File: src/rtl/dm_access_unit.sv
// dm_access_unit: one-outstanding load/store unit between a core and a DATA_W-wide data memory.
// Define DM_ACCESS_ALIGN_EXC_EN to flag misaligned half/word accesses instead of issuing them.
module dm_access_unit #(
   parameter int unsigned DATA_W = 32,
   parameter int unsigned ADDR_W = 32
) (
   input  logic                  clk,
   input  logic                  reset,
   input  logic                  req_valid,
   output logic                  req_ready,
   input  logic [2:0]            req_op,
   input  logic [ADDR_W-1:0]     req_addr,
   input  logic [DATA_W-1:0]     req_wdata,
   output logic                  resp_valid,
   output logic [DATA_W-1:0]     resp_rdata,
   output logic                  resp_exc,
   output logic                  mem_req,
   output logic                  mem_we,
   output logic [ADDR_W-1:0]     mem_addr,
   output logic [DATA_W/8-1:0]   mem_be,
   output logic [DATA_W-1:0]     mem_wdata,
   input  logic                  mem_gnt,
   input  logic                  mem_rvalid,
   input  logic [DATA_W-1:0]     mem_rdata
);

   localparam int unsigned LANES = DATA_W / 8;
   localparam int unsigned LSB   = $clog2(LANES);

`ifdef DM_ACCESS_ALIGN_EXC_EN
   localparam bit EXC_EN = 1'b1;
`else
   localparam bit EXC_EN = 1'b0;
`endif

   if (!(DATA_W == 32 || DATA_W == 64)) begin : g_bad_data_w
      $error("dm_access_unit: DATA_W must be 32 or 64");
   end

   typedef enum logic [1:0] {S_IDLE, S_REQ, S_WAIT, S_RESP} state_e;
   typedef enum logic [1:0] {SZ_B, SZ_H, SZ_W} size_e;
   typedef enum logic [2:0] {
      OP_LB  = 3'b000, OP_LBU = 3'b001, OP_LH = 3'b010, OP_LHU = 3'b011,
      OP_LW  = 3'b100, OP_SB  = 3'b101, OP_SH = 3'b110, OP_SW  = 3'b111
   } op_e;

   function automatic size_e op_size(input logic [2:0] op);
      case (op)
         OP_LB, OP_LBU, OP_SB: op_size = SZ_B;
         OP_LH, OP_LHU, OP_SH: op_size = SZ_H;
         default:              op_size = SZ_W;
      endcase
   endfunction

   state_e              state_q, state_d;
   op_e                 op_q, op_d;
   logic [LSB-1:0]      off_q, off_d;
   logic                mem_we_q, mem_we_d;
   logic [ADDR_W-1:0]   mem_addr_q, mem_addr_d;
   logic [LANES-1:0]    mem_be_q, mem_be_d;
   logic [DATA_W-1:0]   mem_wdata_q, mem_wdata_d;
   logic [DATA_W-1:0]   resp_rdata_q, resp_rdata_d;
   logic                resp_exc_q, resp_exc_d;

   // Request decode: lane offset aligned down to the access size, enables and replicated data.
   size_e               req_size;
   logic                req_store;
   logic                req_misaligned;
   logic [LSB-1:0]      req_lane;
   logic [LSB-1:0]      req_off;
   logic [LANES-1:0]    be_base;
   logic [LANES-1:0]    req_be;
   logic [DATA_W-1:0]   req_wrep;

   always_comb begin
      req_size  = op_size(req_op);
      req_store = req_op[2] & (req_op[1] | req_op[0]);
      req_lane  = req_addr[LSB-1:0];
      req_off   = req_lane;
      be_base   = LANES'(4'hF);
      req_wrep  = {(LANES/4){req_wdata[31:0]}};
      case (req_size)
         SZ_B: begin
            be_base  = LANES'(1'b1);
            req_wrep = {LANES{req_wdata[7:0]}};
         end
         SZ_H: begin
            req_off[0] = 1'b0;
            be_base    = LANES'(2'b11);
            req_wrep   = {(LANES/2){req_wdata[15:0]}};
         end
         default: req_off[1:0] = 2'b00;
      endcase
      req_misaligned = EXC_EN && ((req_size == SZ_H && req_lane[0]) ||
                                  (req_size == SZ_W && req_lane[1:0] != 2'b00));
      req_be = req_store ? (be_base << req_off) : '1;
      if (!req_store) req_wrep = '0;
   end

   logic [DATA_W-1:0] shifted;
   logic [DATA_W-1:0] load_ext;

   always_comb begin
      shifted = mem_rdata >> {off_q, 3'b000};
      case (op_q)
         OP_LB:   load_ext = DATA_W'($signed(shifted[7:0]));
         OP_LBU:  load_ext = DATA_W'(shifted[7:0]);
         OP_LH:   load_ext = DATA_W'($signed(shifted[15:0]));
         OP_LHU:  load_ext = DATA_W'(shifted[15:0]);
         OP_LW:   load_ext = DATA_W'($signed(shifted[31:0]));
         default: load_ext = '0;
      endcase
   end

   // NOTE: every signal written here gets a default first, so no path can infer a latch.
   always_comb begin
      state_d      = state_q;
      op_d         = op_q;
      off_d        = off_q;
      mem_we_d     = mem_we_q;
      mem_addr_d   = mem_addr_q;
      mem_be_d     = mem_be_q;
      mem_wdata_d  = mem_wdata_q;
      resp_rdata_d = resp_rdata_q;
      resp_exc_d   = resp_exc_q;
      req_ready    = 1'b0;
      mem_req      = 1'b0;
      resp_valid   = 1'b0;
      case (state_q)
         S_IDLE: begin
            req_ready = 1'b1;
            if (req_valid) begin
               op_d  = op_e'(req_op);
               off_d = req_off;
               if (req_misaligned) begin
                  state_d      = S_RESP;
                  resp_rdata_d = '0;
                  resp_exc_d   = 1'b1;
               end else begin
                  state_d     = S_REQ;
                  mem_we_d    = req_store;
                  mem_addr_d  = {req_addr[ADDR_W-1:LSB], {LSB{1'b0}}};
                  mem_be_d    = req_be;
                  mem_wdata_d = req_wrep;
               end
            end
         end
         S_REQ: begin
            mem_req = 1'b1;
            if (mem_gnt) state_d = S_WAIT;
         end
         S_WAIT: begin
            if (mem_rvalid) begin
               state_d      = S_RESP;
               resp_rdata_d = load_ext;
               resp_exc_d   = 1'b0;
            end
         end
         S_RESP: begin
            resp_valid = 1'b1;
            state_d    = S_IDLE;
         end
         default: state_d = S_IDLE;
      endcase
   end

   // NOTE: sequential state uses non-blocking assignments so all registers update together.
   always_ff @(posedge clk) begin
      if (reset) begin
         state_q      <= S_IDLE;
         op_q         <= OP_LB;
         off_q        <= '0;
         mem_we_q     <= 1'b0;
         mem_addr_q   <= '0;
         mem_be_q     <= '0;
         mem_wdata_q  <= '0;
         resp_rdata_q <= '0;
         resp_exc_q   <= 1'b0;
      end else begin
         state_q      <= state_d;
         op_q         <= op_d;
         off_q        <= off_d;
         mem_we_q     <= mem_we_d;
         mem_addr_q   <= mem_addr_d;
         mem_be_q     <= mem_be_d;
         mem_wdata_q  <= mem_wdata_d;
         resp_rdata_q <= resp_rdata_d;
         resp_exc_q   <= resp_exc_d;
      end
   end

   assign mem_we     = mem_we_q;
   assign mem_addr   = mem_addr_q;
   assign mem_be     = mem_be_q;
   assign mem_wdata  = mem_wdata_q;
   assign resp_rdata = resp_rdata_q;
   assign resp_exc   = EXC_EN & resp_exc_q;

   // Upper store-data and shifted read-data bits are legitimately ignored at DATA_W=64.
   logic unused_bits;
   assign unused_bits = ^{req_wdata, shifted};

endmodule

File: config.mk
export PLATFORM = sky130hd
export DESIGN_NAME = dm_access_unit
export DESIGN_NICKNAME = d
export VERILOG_FILES = /design/src/rtl/dm_access_unit.sv
export SDC_FILE = /design/constraint.sdc
export NUM_CORES = 1
export LEC_CHECK = 0
export CORE_MARGIN = 2
export CORE_UTILIZATION = 43
export CTS_CLUSTER_SIZE = 30
export DETAILED_ROUTE_END_ITERATION = 8
export GPL_ROUTABILITY_DRIVEN = 0
export PLACE_DENSITY = 0.89
export SETUP_SLACK_MARGIN = 0.4
export SYNTH_ARGS = -nofsm -noshare
export SYNTH_HDL_FRONTEND = slang
export SYNTH_SLANG_ARGS = --single-unit
export TNS_END_PERCENT = 20
File: constraint.sdc
create_clock -name clk -period 1.8 [get_ports clk]
set_input_delay 0.27 -clock clk [delete_from_list [all_inputs] [get_ports clk]]
set_output_delay 0.27 -clock clk [all_outputs]
set_load 0.1 [all_outputs]
==> qor.txt <==
Netlist cell types: 42
drt first pass iters: 4
Internal Power: 5.85 mW
Synth Instances: 580
Syn Std Cell Area: 4880 um2
setup ws final: 0.143 ns
Yosys top cell area share: 43.5%
Via density: 5.57
main flop type after synthesis: dfxtp_1
clock tree buffer depth: 2
status: complete, no violations
Ys Warns: 0
Clock Power Share: 18.6%
max frequency: 0.603 GHz
total gr overflow: 0
vias in the first global route: 5382
DR WL/cell: 18.2 um
CTS H-Tree Depth: 3
largest net degree at the start of global routing: 51
unrepaired setup endpoints after global routing: yes
endpoints failing hold: 0
core area: 10900 um2
critical path class: reg2out
via count: 5282
sequential cell area: 2130 um2
crit-path cells: inv_4, ha_4, buf_4, buf_12, buf_12
worst-path fanout max: 7
# IOs: 209
register clock-pin slew on the reported worst setup and hold paths: 0.07 ns
Die Y: 110 um
1st-iter DRT viols: 362
antenna viol nets, final: 0
synth top area cells: dfxtp_1 44%, nand2_1 11%, a21oi_1 7.0%, mux2i_1 5.7%, a221oi_2 4.0%
Total GRT Usage: 27.1%
first-pass GRT wire length: 27200 um
most frequent CP cell: buf_12
Final Max Tran Viols: 0
initial antenna violation count: 0
CP Launch Type: flip-flop
CP max-delay cell: dfxtp_4
Area Overhead vs Synth: 64.1%
filler instances: 753
# setup viols final: 0
Post-Route WL: 17200 um
maxcap violations: 0
Die Span X: 110 um
asr flop ratio synth: 0%
Reg power frac: 26.6%
Psw: 5.18 mW
Multi-input gate area: 2780 um2
worst vdd ir: 0.000946 V
skew final: 0.00299 ns
clk sinks: 106
sequential area share after synthesis: 43.5%
nets: 911
CP required: 1.53 ns
Final period util: 92.1%
ratio of cells with drive above 1 in the final layout: 29.0%
ant diodes: 0
Num CTS Buffers: 9
Hold Crit Class: in2reg
PortBufs: 205
Starting Density: 44.6%
site row count: 38
crit path time final: 1.66 ns
Tot Pwr: 11.0 mW
Setup crit end kind: primary output
P_leak: 3.18 nW
switching fraction of total power: 47.0%
dpl hpwl: 11900 um
Yosys reg bits: 106
Post-synth EDFFs: 0
WHS: 0.336 ns
R2R Setup Slk: 0.20 ns
clock latency on the worst-skew pair: 0.34 ns
Combinational Power Share: 54.8%
Synth area leader: dfxtp_1
Pwr Density: 1380 nW/um2
CTS tree: built
leading cell type by number of instances after synthesis: nand2_1
commonest cells in the netlist: 138 x nand2_1, 106 x dfxtp_1, 68 x a21oi_1
Die ar.: 12200 um2
root buffer cell: clkbuf_16
dpl ws: -0.161 ns
DRC Markers: 0
CP arrival: 1.39 ns
Slowest Stage Delay on Critical Path: 0.39 ns
Mapped Avg Cell Area: 8.41 um2
final cells by class:
type	count	area share, %
well taps	140	2.19
multi-input cells	421	34.7
flip-flops and latches	106	26.7
inverters	5	0.266
clock buffers	11	3.16
repair buffers	260	32.2
clock inverters	5	0.782
path summary, 6_finish.rpt:
kind,endpoint,from,cells past startpoint
worst min register to register,mem_addr[4]$_SDFFE_PP0P_,mem_addr[4]$_SDFFE_PP0P_,2
worst max-delay path,req_ready,state_q[0]$_SDFFE_PP0P_,5
worst max register to register,resp_rdata[23]$_SDFFE_PP0P_,state_q[0]$_SDFFE_PP0P_,7
worst min-delay path,resp_rdata[7]$_SDFFE_PP0P_,reset,2
power groups by stage:
stage          clock (mW)  combinational, mW  sequential (mW)
2_1_floorplan           0               1.82             5.00
6_report             2.05               6.05             2.93
4_1_cts              2.06               5.81             2.93
3_3_place_gp            0               5.28             2.94
3_5_place_dp            0               5.40             2.96
5_1_grt              2.16               6.30             2.97
kinds of logic after synthesis:
kind of cell / Yosys count / synth area share [%]
AOI/OAI and AO/OA: 182 / 26.4
xor gates and xnor gates: 1 / 0.180
adders and majority gates: 4 / 1.03
buffers and inverters: 56 / 5.39
DFF: 106 / 43.5
muxes: 29 / 5.98
other: 1 / 0.0769
and+or+nand+nor: 201 / 17.5
sequential cells by signal, indices dropped and copies added (netlist names):
signal and cells:
mem_be 4, mem_addr 30, resp_rdata 32, off_q 2
state_q 2, mem_wdata 32, mem_we 1, op_q 3
cell usage in the layout, fill, tap and decap left out, drive strengths merged, types with 3 or more instances in the layout:
| cell | synthesis | routed |
|---|---|---|
| conb | 1 | 3 |
| a311oi | 9 | 9 |
| nor2 | 37 | 37 |
| buf | 19 | 155 |
| nand3 | 3 | 3 |
| ha | 4 | 4 |
| a32oi | 7 | 7 |
| a21boi | 8 | 8 |
| inv | 5 | 5 |
| clkbuf | 32 | 13 |
| nor2b | 11 | 11 |
| dfxtp | 106 | 106 |
| nand2 | 138 | 138 |
| a211o | 7 | 7 |
| a22oi | 9 | 9 |
| mux2i | 28 | 28 |
| o21ai | 26 | 26 |
| a21oi | 68 | 68 |
| a221oi | 27 | 27 |
| o2bb2ai | 7 | 7 |
| a211oi | 3 | 3 |
| o21a | 8 | 8 |
| clkdlybuf4s50 | 0 | 97 |
| nor3 | 4 | 4 |
| dlygate4sd2 | 0 | 4 |
worst max-delay path, delay by kind of cell (launching register included):
kind                     cells  cell delay [ns]
buffers and inverters        4             0.46
flip-flops                   1             0.39
adder cells (fa/ha/maj)      1             0.19
per-layer routing:
metal | share of wire [%] | routed length [um] | global-route usage, % | up-vias
li1 | - | - | - | 2497
met1 | 37 | 6450 | 30.8 | 2494
met2 | 51 | 8860 | 48.2 | 255
met3 | 8.1 | 1390 | 6.75 | 36
met4 | 3.0 | 524 | 11.3 | 0
met5 | 0 | 0 | 0 | -
timing repair:
| action | CTS | global route |
|---|---|---|
| pin swaps | 7 | 6 |
| buffers inserted | 10 | 6 |
| hold buffers | 0 | 0 |
| cloned | 5 | 1 |
| setup endpoints to repair | 94 | 105 |
| resized for setup | 35 | 22 |
per-stage QoR:
| step | instance area (um2) | util (%) | TNS, ns | cells |
|---|---|---|---|---|
| 5_1_grt | 8000 | 73.2 | 0 | 948 |
| 4_1_cts | 7850 | 71.8 | 0 | 941 |
| 2_1_floorplan | 5000 | - | 0 | 582 |
| 3_5_place_dp | 7210 | 65.9 | -2.68 | 910 |
| 3_3_place_gp | 7210 | 65.9 | -1.12 | 910 |
| 6_report | 8000 | 73.2 | 0 | 948 |
Note: power is estimated with default switching activity, not from simulation.
